--- src/rtl/multi_reset_debouncer.sv ---
// multi_reset_debouncer: per-channel 2-flop sync + symmetric debounce filter.
// Ports: clk, reset_n (async low), raw_in[CHANNELS], tick (sample enable)
//        -> debounced, rise_pulse, fall_pulse, long_press (all [CHANNELS]).
// Optional macro LONG_PRESS_EN builds per-channel hold counters that pulse
// long_press once per press after LONG_LIMIT ticked samples held high;
// without it long_press is tied low.
module multi_reset_debouncer #(
    parameter int CHANNELS   = 4,
    parameter int LIMIT      = 1000,
    parameter int CNT_W      = 10,
    parameter int LONG_LIMIT = 50000,
    parameter int LONG_W     = 16
) (
    input  logic                clk,
    input  logic                reset_n,
    input  logic [CHANNELS-1:0] raw_in,
    input  logic                tick,
    output logic [CHANNELS-1:0] debounced,
    output logic [CHANNELS-1:0] rise_pulse,
    output logic [CHANNELS-1:0] fall_pulse,
    output logic [CHANNELS-1:0] long_press
);

    localparam logic [CNT_W-1:0] CNT_MAX = CNT_W'(LIMIT - 1);

    logic [CHANNELS-1:0] s1_q, s2_q;
    logic [CHANNELS-1:0] deb_q, deb_d;
    logic [CHANNELS-1:0] rise_q, rise_d;
    logic [CHANNELS-1:0] fall_q, fall_d;
    logic [CNT_W-1:0]    cnt_q [CHANNELS];
    logic [CNT_W-1:0]    cnt_d [CHANNELS];

    always_comb begin
        deb_d  = deb_q;
        rise_d = '0;
        fall_d = '0;
        for (int i = 0; i < CHANNELS; i++) begin
            cnt_d[i] = cnt_q[i];
            if (tick) begin
                if (s2_q[i] == deb_q[i]) begin
                    cnt_d[i] = '0;
                end else if (cnt_q[i] == CNT_MAX) begin
                    // New level held for LIMIT ticked samples: accept it.
                    deb_d[i]  = s2_q[i];
                    cnt_d[i]  = '0;
                    rise_d[i] = s2_q[i];
                    fall_d[i] = ~s2_q[i];
                end else begin
                    cnt_d[i] = cnt_q[i] + 1'b1;
                end
            end
        end
    end

    always_ff @(posedge clk or negedge reset_n) begin
        if (!reset_n) begin
            s1_q   <= '0;
            s2_q   <= '0;
            deb_q  <= '0;
            rise_q <= '0;
            fall_q <= '0;
            for (int i = 0; i < CHANNELS; i++) begin
                cnt_q[i] <= '0;
            end
        end else begin
            s1_q   <= raw_in;
            s2_q   <= s1_q;
            deb_q  <= deb_d;
            rise_q <= rise_d;
            fall_q <= fall_d;
            for (int i = 0; i < CHANNELS; i++) begin
                cnt_q[i] <= cnt_d[i];
            end
        end
    end

    assign debounced  = deb_q;
    assign rise_pulse = rise_q;
    assign fall_pulse = fall_q;

`ifdef LONG_PRESS_EN
    localparam logic [LONG_W-1:0] LONG_MAX = LONG_W'(LONG_LIMIT - 1);

    logic [LONG_W-1:0]   lcnt_q [CHANNELS];
    logic [LONG_W-1:0]   lcnt_d [CHANNELS];
    logic [CHANNELS-1:0] armed_q, armed_d;
    logic [CHANNELS-1:0] lp_q, lp_d;

    // Counter saturates at LONG_MAX; the armed bit limits the pulse to
    // one per press and is restored only while the level is low.
    always_comb begin
        armed_d = armed_q;
        lp_d    = '0;
        for (int i = 0; i < CHANNELS; i++) begin
            lcnt_d[i] = lcnt_q[i];
            if (!deb_q[i]) begin
                lcnt_d[i]  = '0;
                armed_d[i] = 1'b1;
            end else if (tick) begin
                if (lcnt_q[i] == LONG_MAX) begin
                    if (armed_q[i]) begin
                        lp_d[i]    = 1'b1;
                        armed_d[i] = 1'b0;
                    end
                end else begin
                    lcnt_d[i] = lcnt_q[i] + 1'b1;
                end
            end
        end
    end

    always_ff @(posedge clk or negedge reset_n) begin
        if (!reset_n) begin
            armed_q <= '0;
            lp_q    <= '0;
            for (int i = 0; i < CHANNELS; i++) begin
                lcnt_q[i] <= '0;
            end
        end else begin
            armed_q <= armed_d;
            lp_q    <= lp_d;
            for (int i = 0; i < CHANNELS; i++) begin
                lcnt_q[i] <= lcnt_d[i];
            end
        end
    end

    assign long_press = lp_q;
`else
    assign long_press = '0;
`endif

endmodule

--- config.mk ---
export PLATFORM = sky130hd
export DESIGN_NAME = multi_reset_debouncer
export DESIGN_NICKNAME = d
export VERILOG_FILES = /design/src/rtl/multi_reset_debouncer.sv
export SDC_FILE = /design/constraint.sdc
export NUM_CORES = 1
export LEC_CHECK = 0
export CAP_MARGIN = 10
export CELL_PAD_IN_SITES_DETAIL_PLACEMENT = 1
export CELL_PAD_IN_SITES_GLOBAL_PLACEMENT = 1
export CORE_UTILIZATION = 49
export DETAILED_ROUTE_END_ITERATION = 6
export PLACE_DENSITY = 0.81
export SETUP_SLACK_MARGIN = 0.1
export SYNTH_ARGS = -nofsm -noshare
export SYNTH_HDL_FRONTEND = slang
export SYNTH_SLANG_ARGS = --single-unit
--- constraint.sdc ---
create_clock -name clk -period 5.73 [get_ports clk]
set_clock_uncertainty 0.1 [all_clocks]
set_input_delay 0.8595 -clock clk [delete_from_list [all_inputs] [get_ports clk]]
set_output_delay 0.8595 -clock clk [all_outputs]
set_load 0.01 [all_outputs]
==> flow_summary.yaml, run 1 <==
clock_tree:
  holdBufCountCts: 0
  cts.sinks: 60
  clockBufferDepth: 2
  cts_root_buf: "clkbuf_8"
  clk_pin_slew_worst_paths_ns: 0.07
  h-tree-depth: 3
  post_cts_resized: 0
  postCtsSetupBuffers: 0
  tritoncts: "built"
  clk_latency_ns: 0.35
  cts_buffers: 9
sta:
  slew_headroom_pct: 39.70
  setup_viol: 0
  rsz0062_at_grt: "no"
  setup_tns_ns: 0
  worstMarginPinSlew_ns: 0.8969
  hold_violations: 0
  fin_crit_ns: 2.809
  clock.fmax_mhz: 356.0
  hold-worst-slack_ns: 0.2546
  period_share_pct: 49.02
  slew_violations: 0
synthesis:
  synthCells: 284
  synthFlopType: "dfrtp_1"
  yosysTopAreaCellShare_pct: 51.95
  syn_avg_cell_area_sq_um: 10.18
  ys_types: 41
  seq_area_frac_synth_pct: 51.95
  netlist_area_sq_um: 2890
  yosysTopAreaCell: "dfrtp_1"
  synth_seq_cells: 60
  yosys_warnings: 0
  ys_async_sr_fraction_pct: 100.0
  yosys-top-cells-area: "dfrtp_1 (52%), o21ai_0 (5.5%), nand2_1 (3.9%)"
  synth_enable_flop_cells: 0
worst_setup_path:
  cp_cell_sequence: "clkdlybuf4s50_1, buf_4, inv_1, or3_4, mux2_4"
  ff2ff_setup_slack_ns: 3.54
  crit_slowest_cell: "or3_4"
  crit_path_end_kind: "register"
  cp_data_required_time_ns: 5.87
  cp.arrival_ns: 2.94
  crit_fanout: 41
  worstSetupPathType: "input port to register"
  cp-start-kind: "input port"
  critical_path.max_stage_delay_ns: 0.52
floorplan:
  dieArea_sq_um: 6209
  fp.coreArea_sq_um: 5608
  io_pins: 23
  rows: 27
  die_w_um: 78.80
  initial_core_util_pct: 51.54
  fp.dieH_um: 78.80
grt:
  grt.total_usage_pct: 24.03
  antenna_found_initial: 0
  grt_first_pass_wirelength_um: 11360
  grt_pass1_vias: 2416
  grt_start_max_net_pins: 61
  overflow: 0
min_path:
  hold_path_class: "register to register"
cells_and_area:
  finalNonFillerCells: 385
  syn_to_final_growth_pct: 15.24
  final_common_cell: "dfrtp_1"
  layout.nets: 319
  drive_gt1_share_pct: 10.54
  fin_area_sq_um: 3331
  layout_common_cells: "dfrtp_1 (60), o21ai_0 (32), nand2_1 (30), nand3_1 (18), clkdlybuf4s50_1 (17)"
  diodes: 0
placed_design:
  post_dp_cell_area_sq_um: 3129
  place.gp.congestion: 0.7714
  place_inst: 369
  portBuffers: 18
  dpl.hpwl_um: 4076
drt:
  first_pass_iters: 4
  avgViaCountPerCell: 5.823
  num_vias: 2242
  ant_nets: 0
  routed_wl_um: 6441
  drc: 0
  wire_per_inst_um: 16.73
  drt_iter0_markers: 96
power:
  peakVddDrop_mv: 0.2124
  p_per_area_nw_per_um2: 271.7
  p_leak_nw: 1.462
status:
  outcome: "completed"
flow_run:
  maxCapViolCount: 0
sequential cells by signal, indices dropped and copies added, names as in the netlist:
name,cells
debounced,4
fall_pulse,4
s2_q,4
cnt_q,40
s1_q,4
rise_pulse,4
Yosys cell counts, types with 3 or more instances:
library cell  count
buf_4             4
and3_1           12
mux2_2            4
nor2_1           12
or2_2             5
clkbuf_1          6
inv_1             5
nand2_1          30
or2_1             3
a22o_1           11
ha_1              4
o21ai_0          32
dfrtp_1          60
nand3_1          18
nor3_1            8
o31ai_1           7
a21oi_1           9
a21o_1            4
mux2i_1           5
nor3b_1           9
nand4_1           3
xnor2_1           3
xor2_1            4
cell type report:
| cell class | instances | area, sq um |
|---|---|---|
| fillers | 647 | 2277 |
| flip-flops and latches | 60 | 1501 |
| multi-input cells | 212 | 1329 |
| repair buffers | 20 | 190.2 |
| clock buffers | 10 | 137.6 |
| well taps | 72 | 90.09 |
| clock inverters | 6 | 63.81 |
| inverters | 5 | 18.77 |
power by group:
group / total [mW] / internal (mW) / leakage (nW) / switching [mW]
Clock: 0.390 / 0.212 / 0.0983 / 0.179
Sequential: 0.455 / 0.438 / 0.809 / 0.0167
Combinational: 0.0597 / 0.0218 / 0.555 / 0.0379
routing by layer:
| layer | global-route usage, % | vias up | share of wire [%] |
|---|---|---|---|
| li1 | - | 1091 | - |
| met1 | 27.90 | 1120 | 45 |
| met2 | 42.00 | 25 | 50 |
| met3 | 8.046 | 6 | 3.1 |
| met4 | 6.852 | 0 | 1.2 |
| met5 | 0 | - | 0 |
worst max-delay path: cells and delay by family:
| kind | cells | cell delay (ns) |
|---|---|---|
| buf+inv | 3 | 1.25 |
| mux | 1 | 0.30 |
| simple gates | 1 | 0.52 |
logic make-up (layout without fill, tap and decap cells):
| kind of cell | after synthesis | count (layout) | share of synthesized area [%] |
|---|---|---|---|
| buffers and inverters | 15 | 41 | 2.468 |
| AO/OA/AOI/OAI | 74 | 74 | 16.62 |
| XOR/XNOR | 7 | 7 | 2.121 |
| flip-flops | 60 | 60 | 51.95 |
| multiplexers | 10 | 10 | 3.809 |
| AND/OR/NAND/NOR | 113 | 113 | 21.17 |
| adder cells (fa/ha/maj) | 4 | 4 | 1.732 |
| other | 1 | 4 | 0.1297 |
final timing paths:
check,end,cells after the start,start
worst min register to register,s2_q[2]$_DFF_PN0_,0,s1_q[2]$_DFF_PN0_
worst min-delay path,s2_q[2]$_DFF_PN0_,0,s1_q[2]$_DFF_PN0_
min in group asynchronous,cnt_q[8]$_DFFE_PN0P_,2,reset_n
max in group asynchronous,fall_pulse[3]$_DFF_PN0_,2,reset_n
worst max register to register,cnt_q[4]$_DFFE_PN0P_,6,cnt_q[0]$_DFFE_PN0P_
worst max-delay path,debounced[0]$_DFFE_PN0P_,5,tick
per-stage QoR:
step / worst slack, ns / util, % / total power, mW
2_1_floorplan: 3.842 / - / 0.4973
3_3_place_gp: 2.589 / 55.80 / 0.5184
3_5_place_dp: 2.553 / 55.80 / 0.5229
4_1_cts: 2.940 / 59.39 / 0.9148
5_1_grt: 2.835 / 59.39 / 0.9428
6_report: 2.921 / 59.39 / 0.9049
Note: power is estimated with default switching activity, not from simulation.
==> run 2: changes to the inputs <==
CORE_UTILIZATION = 41   (was 49)
PLACE_DENSITY = 0.72   (was 0.81)
clock period = 2.32 ns   (was 5.73 ns; I/O delays follow)
==> run 2 against run 1 <==
- non-clock buffer count up 5
- largest power group unchanged
- clock power up 130%
- worst setup slack worse by 2.7 ns
- register-to-register slack worse by 3.3 ns
- die area up 19%
==> flow_summary.yaml, run 2 (synthesis gave the netlist of run 1 again) <==
status:
  outcome: "completed"
sta:
  hold_violations: 0
  slew_violations: 0
  setup_tns_ns: 0
  worstMarginPinSlew_ns: 0.5320
  slew_headroom_pct: 64.41
  clock.fmax_mhz: 487.8
  fin_crit_ns: 2.050
  period_share_pct: 88.36
  setup_slack_ns: 0.2700
  setup_viol: 0
  rsz0062_at_grt: "no"
floorplan:
  io_pins: 23
  die_w_um: 85.96
  fp.dieH_um: 85.96
  dieArea_sq_um: 7389
  fp.coreArea_sq_um: 6794
  initial_core_util_pct: 42.54
  rows: 30
placed_design:
  place.gp.congestion: 0.7831
  dpl.hpwl_um: 4070
  dp_slack_ns: 0.2529
  portBuffers: 18
  place_inst: 397
drt:
  num_vias: 2269
  first_pass_iters: 4
  wire_per_inst_um: 14.86
  routed_wl_um: 6154
  drt_iter0_markers: 52
  drc: 0
  avgViaCountPerCell: 5.481
  ant_nets: 0
power:
  peakVddDrop_mv: 0.3512
  p_per_area_nw_per_um2: 639.7
  finalPower_mw: 2.186
  p_leak_nw: 1.491
worst_setup_path:
  worstRegToRegCells: 5
  crit_path_end_kind: "register"
  timing.rr.end: "debounced[0]$_DFFE_PN0P_"
  worstSetupPathType: "register to register"
  crit_slowest_cell: "dfrtp_1"
  critPathLaunch: "cnt_q[30]$_DFFE_PN0P_"
  cp_cell_sequence: "ha_1, nand2_1, or2_1, or3_4, mux2_4"
  crit_fanout: 5
  cp.arrival_ns: 2.17
  cp_data_required_time_ns: 2.44
  cp-start-kind: "register"
  ff2ff_setup_slack_ns: 0.27
  r2r_start: "cnt_q[30]$_DFFE_PN0P_"
  critical_path.max_stage_delay_ns: 0.40
cells_and_area:
  layout_common_cells: "dfrtp_1 (60), o21ai_0 (32), nand2_1 (30), nand3_1 (18), clkdlybuf4s50_1 (17)"
  syn_to_final_growth_pct: 18.23
  largest_register: "cnt_q"
  final_common_cell: "dfrtp_1"
  finalNonFillerCells: 414
  multi_input_area_sq_um: 1338
  ff_latch_area_sq_um: 1501
  diodes: 0
  drive_gt1_share_pct: 11.01
  post-route-util_pct: 50.29
  layout.nets: 324
  fillers: 765
  largest_register_ffs: 40
clock_tree:
  clk_pin_slew_worst_paths_ns: 0.07
  postCtsSetupBuffers: 0
  clockBufferDepth: 2
  clk_latency_ns: 0.33
  h-tree-depth: 3
  tritoncts: "built"
  cts.sinks: 60
  cts_root_buf: "clkbuf_8"
  cts_buffers: 9
flow_run:
  maxCapViolCount: 0
min_path:
  min_from: "s1_q[3]$_DFF_PN0_"
  hold_depth: 0
  holdPathEnd: "s2_q[3]$_DFF_PN0_"
  hold_path_class: "register to register"
grt:
  overflow: 0
  grt_start_max_net_pins: 61
  grt_first_pass_wirelength_um: 10570
  grt.total_usage_pct: 18.45
  grt_pass1_vias: 2252
  antenna_found_initial: 0
-- run 2: cell type report --
cell class              count  share of cell area [%]
flip-flops and latches     60                   43.94
multi-input cells         212                   39.14
repair buffers             25                   7.470
clock buffers              11                   3.845
well taps                  96                   3.515
clock inverters             5                   1.538
inverters                   5                  0.5492
-- run 2: worst max-delay path, delay by kind of cell, from the launching register on --
kind | cells | cell delay, ns
flip-flops | 1 | 0.40
AND/OR/NAND/NOR | 3 | 0.87
multiplexers | 1 | 0.30
adder cells (fa/ha/maj) | 1 | 0.27
-- run 2: stage by stage --
step	instance area [sq um]	hold slack, ns
2_1_floorplan	2902	-0.04759
3_3_place_gp	3214	0.2330
3_5_place_dp	3214	0.2402
4_1_cts	3408	0.2564
5_1_grt	3417	0.2615
6_report	3417	0.2527
-- run 2: what timing repair did --
item | CTS | global route
endpoints found under the setup margin | 0 | 1
gates resized for setup | 0 | 1
endpoints found under the hold margin | 60 | 0
hold buffers | 1 | 0
-- run 2: report_power, final --
| group | switching [mW] | internal (mW) | total, mW |
|---|---|---|---|
| Clock | 0.414 | 0.491 | 0.905 |
| Sequential | 0.0395 | 1.08 | 1.12 |
| Combinational | 0.0948 | 0.0648 | 0.160 |
-- run 2: layer usage --
| metal | part of all wire, % | up-vias | GRT usage, % |
|---|---|---|---|
| li1 | - | 1098 | - |
| met4 | 1.1 | 0 | 6.212 |
| met5 | 0 | - | 0 |
| met1 | 47 | 1137 | 23.61 |
| met2 | 48 | 28 | 29.65 |
| met3 | 2.9 | 6 | 5.775 |
-- run 2: worst max path at each step --
| stage | to | slack [ns] | cells after the start |
|---|---|---|---|
| 2_1_floorplan | debounced[0]$_DFFE_PN0P_ | 0.49 | 5 |
| 3_3_place_gp | debounced[0]$_DFFE_PN0P_ | 0.30 | 4 |
| 3_5_place_dp | cnt_q[33]$_DFFE_PN0P_ | 0.25 | 6 |
| 4_1_cts | cnt_q[33]$_DFFE_PN0P_ | 0.24 | 6 |
| 5_1_grt | debounced[0]$_DFFE_PN0P_ | 0.15 | 5 |
| 6_report | debounced[0]$_DFFE_PN0P_ | 0.27 | 5 |
==> run 3: changes to the inputs <==
CORE_MARGIN = 4   (was unset)
==> run 3 against run 2 <==
- die area is 14% higher
- first-iteration DRC count rose by 17%
- sequential power about the same
- sequential cell count unchanged
- power increased by 2.8%
- global-route usage is 1.8 points lower
- fmax rose by 3.2%
- clock power up 6.3%
- core utilization is 0.090 points higher
- combinational power barely moved
- routed wire length up 3.2%
- clock-buffer cell count is 1 higher
==> flow_summary.yaml, run 3 (synthesis gave the netlist of run 1 again) <==
grt:
  antenna_found_initial: 0
  overflow: 0
  grt_first_pass_wirelength_um: 11300
  grt_start_max_net_pins: 44
  grt_pass1_vias: 2407
  grt.total_usage_pct: 16.66
worst_setup_path:
  cp_data_required_time_ns: 2.44
  critical_path.max_stage_delay_ns: 0.41
  critPathBufInv: 0
  crit_path_end: "cnt_q[33]$_DFFE_PN0P_"
  cp-start-kind: "register"
  cp_cell_sequence: "ha_1, nand2_1, o31ai_2, nor2_1, and3_1, a211o_1"
  timing.rr.end: "cnt_q[33]$_DFFE_PN0P_"
  path_delay_family: "compound AO/OA/AOI/OAI gates"
  crit_slowest_cell: "o31ai_2"
  ff2ff_setup_slack_ns: 0.33
  cp.depth: 6
  crit_path_end_kind: "register"
  cp.arrival_ns: 2.10
  worstRegToRegCells: 6
  r2r_start: "cnt_q[30]$_DFFE_PN0P_"
  critPathLaunch: "cnt_q[30]$_DFFE_PN0P_"
  crit_fanout: 5
  worstSetupPathType: "register to register"
clock_tree:
  cts_buffers: 9
  clk_pin_slew_worst_paths_ns: 0.07
  tritoncts: "built"
  clockBufferDepth: 2
  cts_root_buf: "clkbuf_8"
  cts.sinks: 60
  h-tree-depth: 3
  post_cts_resized: 0
  clk_latency_ns: 0.33
cells_and_area:
  layout.nets: 326
  diodes: 0
  layout_common_cells: "dfrtp_1 (60), o21ai_0 (32), nand2_1 (30), nand3_1 (18), clkdlybuf4s50_1 (17)"
  largest_register_ffs: 40
  syn_to_final_growth_pct: 19.09
  largest_register: "cnt_q"
  drive_gt1_share_pct: 11.88
  final_common_cell: "dfrtp_1"
  post-route-util_pct: 50.38
placed_design:
  dpl.hpwl_um: 4360
  portBuffers: 18
  place.gp.congestion: 0.7625
floorplan:
  io_pins: 23
  rows: 30
  initial_core_util_pct: 42.31
  dieArea_sq_um: 8457
  fp.dieH_um: 91.96
  die_w_um: 91.96
  fp.coreArea_sq_um: 6832
drt:
  routed_wl_um: 6351
  num_vias: 2263
  avgViaCountPerCell: 5.440
  drc: 0
  drt_iter0_markers: 61
  wire_per_inst_um: 15.27
  ant_nets: 0
  first_pass_iters: 4
sta:
  setup_tns_ns: 0
  period_share_pct: 85.59
  setup_viol: 0
  fin_crit_ns: 1.986
  rsz0062_at_grt: "no"
  clock.fmax_mhz: 503.6
  hold_violations: 0
  slew_headroom_pct: 66.12
  slew_violations: 0
  worstMarginPinSlew_ns: 0.5052
status:
  outcome: "completed"
flow_run:
  maxCapViolCount: 0
power:
  p_leak_nw: 1.509
  p_per_area_nw_per_um2: 652.7
  peakVddDrop_mv: 0.4578
min_path:
  hold_depth: 0
  hold_path_class: "register to register"
run 3: per-layer routing:
| layer | part of all wire (%) | track usage (%) | vias up |
|---|---|---|---|
| met1 | 47 | 21.43 | 1132 |
| met3 | 3.5 | 5.332 | 8 |
| met2 | 49 | 27.13 | 24 |
| met4 | 1.1 | 4.455 | 0 |
| met5 | 0 | 0 | - |
| li1 | - | - | 1099 |
run 3: worst reg2reg max path, stage by stage, from the launching register on:
cell and delay (ns):
dfrtp_1 0.40, ha_1 0.25, nand2_1 0.15, o31ai_2 0.41, nor2_1 0.15, and3_1 0.19
a211o_1 0.22
run 3: repair_timing:
action / CTS / global route
endpoints found under the setup margin: 0 / 0
hold buffers: 1 / 0
endpoints found under the hold margin: 17 / 0
buffers inserted: 0 / 0
run 3: worst min path at each step:
stage                           start                      end
global route        s1_q[0]$_DFF_PN0_        s2_q[0]$_DFF_PN0_
detailed placement            reset_n  rise_pulse[3]$_DFF_PN0_
global placement              reset_n  fall_pulse[3]$_DFF_PN0_
finish              s1_q[0]$_DFF_PN0_        s2_q[0]$_DFF_PN0_
CTS                 s1_q[0]$_DFF_PN0_        s2_q[0]$_DFF_PN0_
floorplan                     reset_n     cnt_q[0]$_DFFE_PN0P_
run 3: stage by stage:
stage / area (sq um) / worst slack (ns) / instances / power (mW) / hold WS [ns]
6_report: 3442 / 0.3342 / 416 / 2.247 / 0.2541
5_1_grt: 3442 / 0.1586 / 416 / 2.363 / 0.2689
4_1_cts: 3442 / 0.3247 / 416 / 2.283 / 0.2576
3_5_place_dp: 3229 / 0.2190 / 399 / 1.306 / 0.2086
3_3_place_gp: 3229 / 0.2649 / 399 / 1.297 / 0.2068
2_1_floorplan: 2902 / 0.4879 / 287 / 1.228 / -0.04759
run 3: cell type report:
cell class                      instances  area (sq um)
Fill cell                             798          3390
Sequential cell                        60          1501
Tap cell                               96         120.1
Timing Repair Buffer                   27         270.3
Inverter                                5         18.77
Clock buffer                           12         155.1
Multi-Input combinational cell        212          1329
Clock inverter                          4         47.55
run 3: power by group:
| part | internal, mW | switching [mW] |
|---|---|---|
| registers | 1.08 | 0.0406 |
| clock network | 0.551 | 0.410 |
| logic | 0.0660 | 0.0959 |
| total | 1.70 | 0.547 |
